### src/rtl/id_stage_decode.sv
// id_stage_decode: instruction-decode pipeline stage feeding the immediate extender.
// Accepts fetched instructions over valid/ready, decodes the opcode class into the
// immediate-source selector and register indices, and holds up to two decoded
// words (main + skid) so in_ready never depends combinationally on out_ready.
//
// Handshake: a transfer happens on a rising clk edge where valid and ready are both
// high; valid-side data must be stable while valid is high, ready may change freely.
//
// Optional feature: define ID_STAGE_ILLEGAL_TRAP_EN to add the out_illegal port and
// flag opcode class 3'b111. Without it, class 3'b111 decodes exactly like class A.
module id_stage_decode #(
    parameter int PC_W    = 32,
    parameter int INSTR_W = 32   // fixed at 32; other values are unsupported
) (
    input  logic               clk,
    input  logic               rst_n,
    input  logic               in_valid,
    output logic               in_ready,
    input  logic [INSTR_W-1:0] in_instr,
    input  logic [PC_W-1:0]    in_pc,
    input  logic               flush,
    output logic               out_valid,
    input  logic               out_ready,
    output logic [PC_W-1:0]    out_pc,
    output logic [25:0]        out_imm_in,
    output logic [3:0]         out_imm_src,
    output logic               out_uses_imm,
`ifdef ID_STAGE_ILLEGAL_TRAP_EN
    output logic               out_illegal,
`endif
    output logic [4:0]         out_rd,
    output logic [4:0]         out_rs1,
    output logic [4:0]         out_rs2
);

    // One decoded instruction as held in either buffer entry.
    typedef struct packed {
        logic [PC_W-1:0] pc;
        logic [25:0]     imm_in;
        logic [3:0]      imm_src;
        logic            uses_imm;
`ifdef ID_STAGE_ILLEGAL_TRAP_EN
        logic            illegal;
`endif
        logic [4:0]      rd;
        logic [4:0]      rs1;
        logic [4:0]      rs2;
    } dec_t;

    // Opcode class lives in instr[31:29]; the "u" variant bit is instr[26].
    function automatic dec_t decode(input logic [31:0] instr, input logic [PC_W-1:0] pc);
        dec_t d;
        logic u;
        u          = instr[26];
        d          = '0;
        d.pc       = pc;
        d.imm_in   = instr[25:0];
        d.rd       = instr[25:21];
        d.rs1      = instr[20:16];
        d.rs2      = instr[15:11];
        d.uses_imm = 1'b1;
        case (instr[31:29])
            3'b000: begin
                d.imm_src  = 4'b0000;
                d.uses_imm = 1'b0;
            end
            3'b001,
            3'b101: d.imm_src = {3'b000, u};
            3'b010: d.imm_src = {3'b010, u};
            3'b110: d.imm_src = {3'b100, u};
            3'b011: d.imm_src = {3'b110, u};
            3'b100: d.imm_src = 4'b0010;   // upper placement on the extender's default path
            default: begin
                // Class 3'b111: register-register shape, no immediate.
                d.imm_src  = 4'b0000;
                d.uses_imm = 1'b0;
`ifdef ID_STAGE_ILLEGAL_TRAP_EN
                d.illegal  = 1'b1;
`endif
            end
        endcase
        return d;
    endfunction

    logic main_valid;
    logic skid_valid;
    dec_t main_q;
    dec_t skid_q;
    dec_t dec_in;
    logic accept;
    logic deliver;

    assign dec_in  = decode(in_instr[31:0], in_pc);
    assign accept  = in_valid & in_ready;
    assign deliver = main_valid & out_ready;

    // Buffer control: flush wins, then deliver/refill, then plain capture.
    always_ff @(posedge clk or negedge rst_n) begin
        if (!rst_n) begin
            main_valid <= 1'b0;
            skid_valid <= 1'b0;
            main_q     <= '0;
            skid_q     <= '0;
        end else if (flush) begin
            main_valid <= 1'b0;
            skid_valid <= 1'b0;
        end else if (deliver) begin
            if (skid_valid) begin
                // in_ready is low while skid is full, so no accept can coincide here.
                main_q     <= skid_q;
                skid_valid <= 1'b0;
            end else if (accept) begin
                main_q <= dec_in;
            end else begin
                main_valid <= 1'b0;
            end
        end else if (accept) begin
            if (!main_valid) begin
                main_q     <= dec_in;
                main_valid <= 1'b1;
            end else begin
                skid_q     <= dec_in;
                skid_valid <= 1'b1;
            end
        end
    end

    assign in_ready     = ~skid_valid;
    assign out_valid    = main_valid;
    assign out_pc       = main_q.pc;
    assign out_imm_in   = main_q.imm_in;
    assign out_imm_src  = main_q.imm_src;
    assign out_uses_imm = main_q.uses_imm;
`ifdef ID_STAGE_ILLEGAL_TRAP_EN
    assign out_illegal  = main_q.illegal;
`endif
    assign out_rd       = main_q.rd;
    assign out_rs1      = main_q.rs1;
    assign out_rs2      = main_q.rs2;

endmodule

### config.mk
export PLATFORM = sky130hd
export DESIGN_NAME = id_stage_decode
export DESIGN_NICKNAME = d
export VERILOG_FILES = /design/src/rtl/id_stage_decode.sv
export SDC_FILE = /design/constraint.sdc
export NUM_CORES = 1
export LEC_CHECK = 0
export CAP_MARGIN = 25
export CORE_MARGIN = 2
export CORE_UTILIZATION = 45
export CTS_CLUSTER_DIAMETER = 40
export DETAILED_ROUTE_END_ITERATION = 16
export GPL_ROUTABILITY_DRIVEN = 0
export PLACE_DENSITY = 0.75
export SKIP_LAST_GASP = 1
export SLEW_MARGIN = 20
export SYNTH_ARGS = -nofsm -noshare
export SYNTH_HDL_FRONTEND = slang
export SYNTH_SLANG_ARGS = --single-unit
### constraint.sdc
create_clock -name clk -period 2.25 [get_ports clk]
set_clock_uncertainty 0.15 [all_clocks]
set_input_delay 0.5625 -clock clk [delete_from_list [all_inputs] [get_ports clk]]
set_output_delay 0.5625 -clock clk [all_outputs]
set_load 0.03 [all_outputs]
==> impl_metrics.tcl <==
set metrics [dict create \
    synthXorXnorAreaFrac_pct 0 \
    postSynthNetCount 721 \
    reg2reg_slack_ns 0.38 \
    max_freq_ghz 0.4523 \
    drv_slew 0 \
    vias_in_the_first_global_route 4915 \
    vdd_drop_max_v 0.0006079 \
    crit_path_leading_delay_family "buffers and inverters" \
    switching_share_pct 30.45 \
    clock_power_share_pct 34.0 \
    cts.root.buffer_cell "sky130_fd_sc_hd__clkbuf_16" \
    reg2reg_to "skid_q[38]" \
    post_synth_num_cell_types 25 \
    synth_compound_area_share_pct 9.068 \
    fin_crit_sh_pct 98.27 \
    rsz_0062_raised_after_global_routing "false" \
    static-leakage-power_nw 3.624 \
    holdCritPathClass "register to register" \
    power.internal_mw 5.290 \
    cellPowerDensity_mw_per_mm2 977.2 \
    initial_utilization_pct 46.06 \
    ys_flop_type "sky130_fd_sc_hd__dfrtp_1" \
    drive_gt1_share_pct 8.365 \
    syn_avg_cell_area_um2 8.538 \
    number_of_port_buffers 146 \
    place_hpwl_um 9201 \
    cts_num_sinks 128 \
    result_of_the_run "complete, no violations" \
    register_share_of_total_power_pct 40.5 \
    min_delay_worst_endpoint "skid_q[44]" \
    htree_levels 4 \
    synth-seq-area-share_pct 57.89 \
    synth_warnings 0 \
    layout.cells.most_common "sky130_fd_sc_hd__nand2_1" \
    vias 4855 \
    grtUsageTotal_pct 22.21 \
    multiplexer_share_of_the_synthesized_area_pct 0.4071 \
    grt_antenna_before_repair 0 \
    worst-slew-pin-transition_ns 0.4219 \
    nFillCells 965 \
    critical_path_arrival_ns 1.50 \
    detail_route.vias_per_cell 5.121 \
    synth_adder_area_share_pct 0.9046 \
    synthSimpleGateAreaFrac_pct 25.92 \
    detail_route.wirelength_um 13770 \
    cts.path.max_buffers 2 \
    synth_top_family_by_area "simple AND/OR/NAND/NOR gates" \
    count_of_mapped_cells_out_of_synthesis 648 \
    wire_length_of_the_first_global_routing_pass_um 22970 \
    cell_count_of_the_worst_reg_to_reg_path 5 \
    cp_slowest_cell "sky130_fd_sc_hd__clkdlybuf4s50_1" \
    clk_pin_slew_ns 0.05 \
    post-cts-setup-buffers 0 \
    combPwrFrac_pct 25.5 \
    remaining_drc_errors 0 \
    worst_ep_required_time_ns 1.54 \
    end_kind "output pin" \
    cp_num_cells 1 \
    ys_seq_elements 128 \
    boundaryPins 149 \
    cp_max_fo 2 \
    antenna_left 0 \
    r2r_start "skid_valid" \
    drt_first_pass_iters 4 \
    timing.setup.critical_path_class "register to output pin" \
    final_hold_fails 0 \
    timing.critical_path.from_type "register" \
    totalPowerFinal_mw 7.606 \
    crit_path_max_incr_delay_ns 0.72 \
    synth-edff-count 0 \
    hp-start "skid_q[44]" \
    largest_net_degree_at_the_start_of_global_routing 53 \
    design.die.area_mm2 0.01320 \
    tritoncts.num_buffers 17 \
    cp_num_buf_inv 1 \
    area_growth_pct 40.68 \
    wire_per_inst_um 14.53 \
    async_set_or_reset_flop_fraction_in_the_synthesized_netlist_pct 100.0 \
    timing.final.setup_violations 0 \
    cts_tree "built" \
    holdPathStages 2 \
    detail_route.iter0.violations 427 \
    maxSlewHeadroom_pct 71.87 \
    cap_violations 0 \
    period_needed_ns 2.211 \
    syn-cell-area_mm2 0.005533 \
    placement_rows 40 \
    insertion_delay_ns 0.40 \
    dieHeight_um 114.9 \
    num-nets-final 862 \
    grt.overflow.total 0 \
    p_sw_mw 2.316 \
    crit_path_cell_trace "clkdlybuf4s50_1" \
    antenna_cells 0 \
    floorplan.core_area_mm2 0.01201 \
    layout_common_cells "sky130_fd_sc_hd__nand2_1 (303), sky130_fd_sc_hd__clkdlybuf4s50_1 (144), sky130_fd_sc_hd__dfrtp_1 (128), sky130_fd_sc_hd__nor2_1 (63), sky130_fd_sc_hd__a31oi_1 (60)" \
    die_w_um 114.9 \
    fin_hold_ws_ns 0.3241 \
]
worst reg2reg max path: cells and delay by family (launching register included):
kind	cells	cell delay (ns)
DFF	1	0.45
buffers and inverters	1	0.26
and+or+nand+nor	4	0.91
routing by layer:
metal / vias to the layer above / part of all wire, % / global-route usage (%)
met1: 2304 / 42 / 26.53
met4: 0 / 1.6 / 7.952
met5: - / 0 / 0
met2: 175 / 49 / 37.61
met3: 17 / 7.4 / 7.486
li1: 2359 / - / -
power by group through the flow:
stage	combinational, mW	clock (mW)	sequential, mW
6_report	1.94	2.59	3.08
5_1_grt	2.10	2.75	3.14
4_1_cts	1.96	2.64	3.08
3_5_place_dp	1.95	0	3.10
3_3_place_gp	1.90	0	3.08
2_1_floorplan	0.701	0	3.50
stage by stage:
step | instances | TNS [ns] | setup slack [ns] | cell area (um^2) | utilization (%)
2_1_floorplan | 648 | 0 | 0.2824 | 5533 | -
3_3_place_gp | 916 | -9.464 | -0.1366 | 7213 | 60.05
3_5_place_dp | 916 | -13.33 | -0.1616 | 7213 | 60.05
4_1_cts | 948 | 0 | 0.03002 | 7784 | 64.80
5_1_grt | 948 | 0 | 0.005865 | 7784 | 64.80
6_report | 948 | 0 | 0.03899 | 7784 | 64.80
cell usage after synthesis (2+ instances only):
cell	n	area share, %
sky130_fd_sc_hd__a211oi_1	2	0.27
sky130_fd_sc_hd__inv_1	4	0.27
sky130_fd_sc_hd__nand2_1	303	21
sky130_fd_sc_hd__dfrtp_1	128	58
sky130_fd_sc_hd__buf_2	14	1.3
sky130_fd_sc_hd__clkbuf_1	21	1.4
sky130_fd_sc_hd__o21ai_0	4	0.36
sky130_fd_sc_hd__a31oi_1	60	6.8
sky130_fd_sc_hd__nor3_1	2	0.18
sky130_fd_sc_hd__or3_1	2	0.23
sky130_fd_sc_hd__ha_1	4	0.90
sky130_fd_sc_hd__o2111ai_1	2	0.32
sky130_fd_sc_hd__mux2_2	2	0.41
sky130_fd_sc_hd__nor2_1	63	4.3
sky130_fd_sc_hd__a21oi_1	7	0.63
sky130_fd_sc_hd__buf_4	21	2.8
registers in the layout (all words and copies together), names as in the netlist:
register and flops:
out_pc 32, skid_q 63, out_imm_in 25, skid_valid 1, out_valid 1, out_imm_src 4
out_rd 1, out_uses_imm 1
area by class of cell:
class / count / area, um^2 / share of cell area, %
Sequential cell: 128 / 3203 / 41.15
Multi-Input combinational cell: 460 / 2032 / 26.11
Timing Repair Buffer: 178 / 1788 / 22.97
Clock buffer: 26 / 509.2 / 6.542
Tap cell: 147 / 183.9 / 2.363
Clock inverter: 5 / 52.55 / 0.6751
Inverter: 4 / 15.01 / 0.1929
timing repair:
action                                 4_1_cts  5_1_grt
setup endpoints to repair                    1        0
endpoints found under the hold margin       28        0
hold buffers                                 1        0
resized for setup                            1        0
cell families (layout without fill, tap and decap cells):
logic type               count (synthesis)  in the layout
AND/OR/NAND/NOR                        375            375
flip-flops                             128            128
AO/OA/AOI/OAI                           79             79
buffers and inverters                   60            213
adder cells (fa/ha/maj)                  4              4
multiplexers                             2              2
worst max path at each step:
stage / from / endpoint / slack, ns
after floorplan: out_valid / out_imm_src[3] / 0.28
after global placement: in_valid / skid_q[42] / -0.14
after detailed placement: in_valid / skid_q[36] / -0.16
after CTS: out_imm_src[1] / out_imm_src[1] / 0.03
after global routing: out_uses_imm / out_uses_imm / 0.006
final: out_imm_src[1] / out_imm_src[1] / 0.04
(Power assumes the default switching activity.)
==> RTL edit 1: new RTL, same flow settings <==
The parameter `PC_W` goes from 32 to 64.
--- a/src/rtl/id_stage_decode.sv
+++ b/src/rtl/id_stage_decode.sv
@@ -9,7 +9,7 @@
 // Optional feature: define ID_STAGE_ILLEGAL_TRAP_EN to add the out_illegal port and
 // flag opcode class 3'b111. Without it, class 3'b111 decodes exactly like class A.
 module id_stage_decode #(
-    parameter int PC_W    = 32,
+    parameter int PC_W    = 64,
     parameter int INSTR_W = 32   // fixed at 32; other values are unsupported
 ) (
     input  logic               clk,
Interface: changed (resized in_pc and out_pc); port bits go from 149 to 213. No check against the original RTL was run, so the function may have changed too.
==> RTL edit 1 against the unedited design <==
- design area up 46%
- global-route usage decreased by 0.92 points
- sequential power grew 49%
- sequential cell count increased by 64
- register-to-register slack better by 0.03 ns
- power increased by 38%
- die area up 46%
- routed wire length is 46% higher
- worst setup slack better by 0.0088 ns
- synthesized area up 47%
- largest cell class unchanged
- largest power group unchanged
==> RTL edit 1: results (changes against the unedited design) <==
- Outcome: completed (unchanged).
- The sum of met2 wire segment lengths after detailed routing is 9710 um (was 6740 um).
- The distinct cell type count of the synthesized netlist came to 27 (was 25).
- Dominant cells by area after synthesis: dfrtp_1 59%, nand2_1 21%, a31oi_1 7.0%, nor2_1 4.4%, buf_2 2.0% (was dfrtp_1 58%, nand2_1 21%, a31oi_1 6.8%, nor2_1 4.3%, buf_4 2.8%).
- The proportion of cell area spent on the clock network is 5.27% (was 7.22%).
- The non-clock buffer area fraction after layout is 23.8% (was 23.0%).
- The largest net degree at the start of global routing is 76 (was 53).
- The share of layout cells above drive strength 1 is 6.76% (was 8.36%).
- The share of total power in sequential cells is 43.9% (was 40.5%).
- The critical path's largest stage delay came to 0.69 ns (was 0.72 ns).
- The worst-path maximum fanout is 3 (was 2).
- The number of flip-flops and latches is 192 (was 128).
- The reported leakage power is 5.33 nW (was 3.62 nW).
- The worst max-slew margin expressed relative to the limit is 72.8% (was 71.9%).
- The number of global-route vias before repair was 6663 (was 4915).
- The number of flip-flops under the largest register name is 95 (was 63).
- Synth top cells by count: 466 x nand2_1, 192 x dfrtp_1, 95 x nor2_1 (was 303 x nand2_1, 128 x dfrtp_1, 63 x nor2_1).
- The die outline area is 19200 um2 (was 13200 um2).
- The total of buffers placed on input and output ports was 210 (was 146).
- The per-cell via count in the routed design is 5.01 (was 5.12).
- The global-route track usage on met2 is 34.9% (was 37.6%).
- The clock insertion delay at the later pin of the skew report is 0.42 ns (was 0.40 ns).
- The met3 layer usage reported by global route is 4.63% (was 7.49%).
- The post-synthesis net count is 1068 (was 721).
- The combined area of the multi-input logic cells was 2980 um2 (was 2030 um2).
- The met3 wire length is 1170 um (was 1020 um).
- The global router's overall resource usage came to 21.3% (was 22.2%).
- The combinational gate power is 2.78 mW (was 1.94 mW).
- The post-place instance area was 10800 um2 (was 7210 um2).
- The half-perimeter wire length after detailed placement came to 13300 um (was 9200 um).
- The footprint of the flip-flops and latches came to 4800 um2 (was 3200 um2).
- The total of clock buffers placed in the layout is 20 (was 26).
- The total iterations of the first detailed-routing run is 5 (was 4).
- The clock slew at the register clock pins of the worst setup and hold paths is 0.07 ns (was 0.05 ns).
-- RTL edit 1: cell types whose count changed in the layout (fill, tap and decap cells not counted), sizes merged, moves of 5 or more --
cell           before  now
dfrtp             128  192
nor2               63   95
clkdlybuf4s50     144  202
buf                32   42
nand2             303  466
dlymetal6s2s        0    6
a31oi              60   91
clkbuf             26   21
-- RTL edit 1: final timing paths --
kind,slack [ns],end,startpoint
min in group asynchronous,0.42,out_imm_in[11]$_DFFE_PN0P_,rst_n
hold reg to reg,0.32,skid_q[50]$_DFFE_PN0P_,skid_q[50]$_DFFE_PN0P_
hold / removal,0.32,skid_q[50]$_DFFE_PN0P_,skid_q[50]$_DFFE_PN0P_
setup reg to reg,0.41,out_imm_in[1]$_DFFE_PN0P_,skid_valid$_DFFE_PN0P_
setup / recovery,0.05,out_rs1[4],out_imm_in[20]$_DFFE_PN0P_
max in group asynchronous,0.87,out_pc[4]$_DFFE_PN0P_,rst_n
==> RTL edit 2: new RTL, config.mk and constraints unchanged <==
Made on the original files. Make the reset (`rst_n`) synchronous in one clocked block.
--- a/src/rtl/id_stage_decode.sv
+++ b/src/rtl/id_stage_decode.sv
@@ -95,7 +95,7 @@
     assign deliver = main_valid & out_ready;
 
     // Buffer control: flush wins, then deliver/refill, then plain capture.
-    always_ff @(posedge clk or negedge rst_n) begin
+    always_ff @(posedge clk) begin
         if (!rst_n) begin
             main_valid <= 1'b0;
             skid_valid <= 1'b0;
Behaviour: not the same (a bounded check fails within 4 cycles, from zero or initial values and one cycle with rst_n low; the reset may be asserted at any time).
==> RTL edit 2 against the unedited design <==
- worst setup slack gained 0.030 ns
- worst hold slack lost 0.019 ns
- utilization grew 1.2 points
- routed wire length shrank 1.9%
- sequential cell count is the same
- synthesized area shrank 5.1%
- design area shrank 3.2%
- fmax grew 1.4%
- critical endpoint is now out_rd[4]
- highest routed layer unchanged
Power is not compared: it rests on default switching activity, and its combinational part moved more than twofold at a synthesized area within 25%.
==> RTL edit 2: results (changes against the unedited design) <==
- The transition at the pin with the smallest max-transition slack is 0.379 ns (was 0.422 ns).
- The kind of path behind the tightest hold check is flop to flop (unchanged).
- The top flip-flop cell by instance count after synthesis is dfxtp_1 (was dfrtp_1).
- IR analysis of the VDD net gives a maximum drop of 457 uV.
- The count of cells resized by post-cts repair is 1 (unchanged).
- The async set or reset register ratio after synthesis came to 0% (was 100%).
- The number of global-route vias before repair is 4832 (was 4915).
- The number of levels the H-tree was split into came to 4 (unchanged).
- The post-synthesis net count is 743 (was 721).
- The critical-path cell with the highest stage delay was clkdlybuf4s50_1 (unchanged).
- The global-route wire length before repair is 22600 um (was 23000 um).
- The share of layout cells above drive strength 1 is 9.09% (was 8.36%).
- The sequential element share of the synthesized area is 48.8% (was 57.9%).
- The largest net degree at the start of global routing came to 71 (was 53).
- Outcome: completed (unchanged).
- The global router's overall resource usage is 21.9% (was 22.2%).
- The total of buffers placed on input and output ports is 146 (unchanged).
- The half-perimeter wire length after detailed placement is 9060 um (was 9200 um).
- The arrival time of data at the critical path endpoint came to 1.47 ns (was 1.50 ns).
- After clock tree synthesis, the clock-pin slew on the worst setup and hold paths is 0.06 ns.
- The count of fill cells added during filler insertion was 934 (was 965).
- The distinct cell type count of the synthesized netlist came to 30 (was 25).
- The number of flip-flops under the largest register name is 63 (unchanged).
- The reported leakage power is 2.73 nW.
- The DRC violation total after the first TritonRoute iteration is 299 (was 427).
- The total iterations of the first detailed-routing run is 5 (was 4).
- The net count reported at finish came to 874 (was 862).
- The routed wirelength normalized by instance count came to 14.1 um (was 14.5 um).
- Synth top cells by count: 244 x nand2_1, 128 x dfxtp_1, 67 x a21oi_1 (was 303 x nand2_1, 128 x dfrtp_1, 63 x nor2_1).
- The worst-path maximum fanout was 3 (was 2).
- The per-cell via count in the routed design is 5.25 (was 5.12).
- Dominant cells by area after synthesis: dfxtp_1 49%, nand2_1 17%, a311oi_1 10%, a21oi_1 6.4%, nor2_1 4.6% (was dfrtp_1 58%, nand2_1 21%, a31oi_1 6.8%, nor2_1 4.3%, buf_4 2.8%).
- The number of warnings reported in the yosys synthesis log came to 0 (unchanged).
- The number of buffers inserted during clock tree synthesis came to 17 (unchanged).
- The post-CTS setup-driven buffer insertion count is 0 (unchanged).
- The critical path's largest stage delay is 0.69 ns (was 0.72 ns).
-- RTL edit 2: final timing paths --
check | startpoint | end | slack, ns | depth (start not counted)
max | out_rd[4]$_SDFFE_PN0P_ | out_rd[4] | 0.07 | 1
min | skid_q[77]$_SDFFE_PN0P_ | skid_q[77]$_SDFFE_PN0P_ | 0.31 | 2
max reg2reg | out_valid$_SDFFE_PP0P_ | out_pc[1]$_SDFFE_PN0P_ | 0.41 | 7
min reg2reg | skid_q[77]$_SDFFE_PN0P_ | skid_q[77]$_SDFFE_PN0P_ | 0.31 | 2
-- RTL edit 2: report_power, final --
part	total [mW]	switching [mW]	internal [mW]	leakage (nW)
combinational	0.826	0.442	0.383	1.39
clock	2.91	1.00	1.91	0.305
sequential	2.41	0.0521	2.36	1.04
-- RTL edit 2: kinds of logic after synthesis --
logic type	share of synthesized area, %
buffers and inverters	7.65
muxes	0.191
AOI/OAI and AO/OA	18.4
DFF	48.8
and+or+nand+nor	24.0
adders and majority gates	0.954
-- RTL edit 2: through the flow --
stage                     cell area [um2]  util [%]  instances  worst slack (ns)  setup TNS, ns
after floorplan                      5250         -        670             0.300              0
after global placement               6900      60.4        925            -0.139         -11.96
after detailed placement             6900      60.4        925            -0.185         -14.54
after CTS                            7530      66.0        957            0.0488              0
after global routing                 7530      66.0        957            0.0177              0
final                                7530      66.0        957            0.0694              0
-- RTL edit 2: per-layer routing --
layer	up-vias	track usage [%]	routed length, um	share of wire [%]
met2	175	37.0	6650	49
met5	-	0	0	0
met3	17	6.53	954	7.1
li1	2504	-	-	-
met1	2332	26.6	5700	42
met4	0	8.21	214	1.6
-- RTL edit 2: layout make-up --
cell class	count	area share [%]
Multi-Input combinational cell	467	30.5
Inverter	7	0.365
Sequential cell	128	34.0
Timing Repair Buffer	180	24.3
Clock buffer	19	6.01
Tap cell	143	2.38
Clock inverter	13	2.44
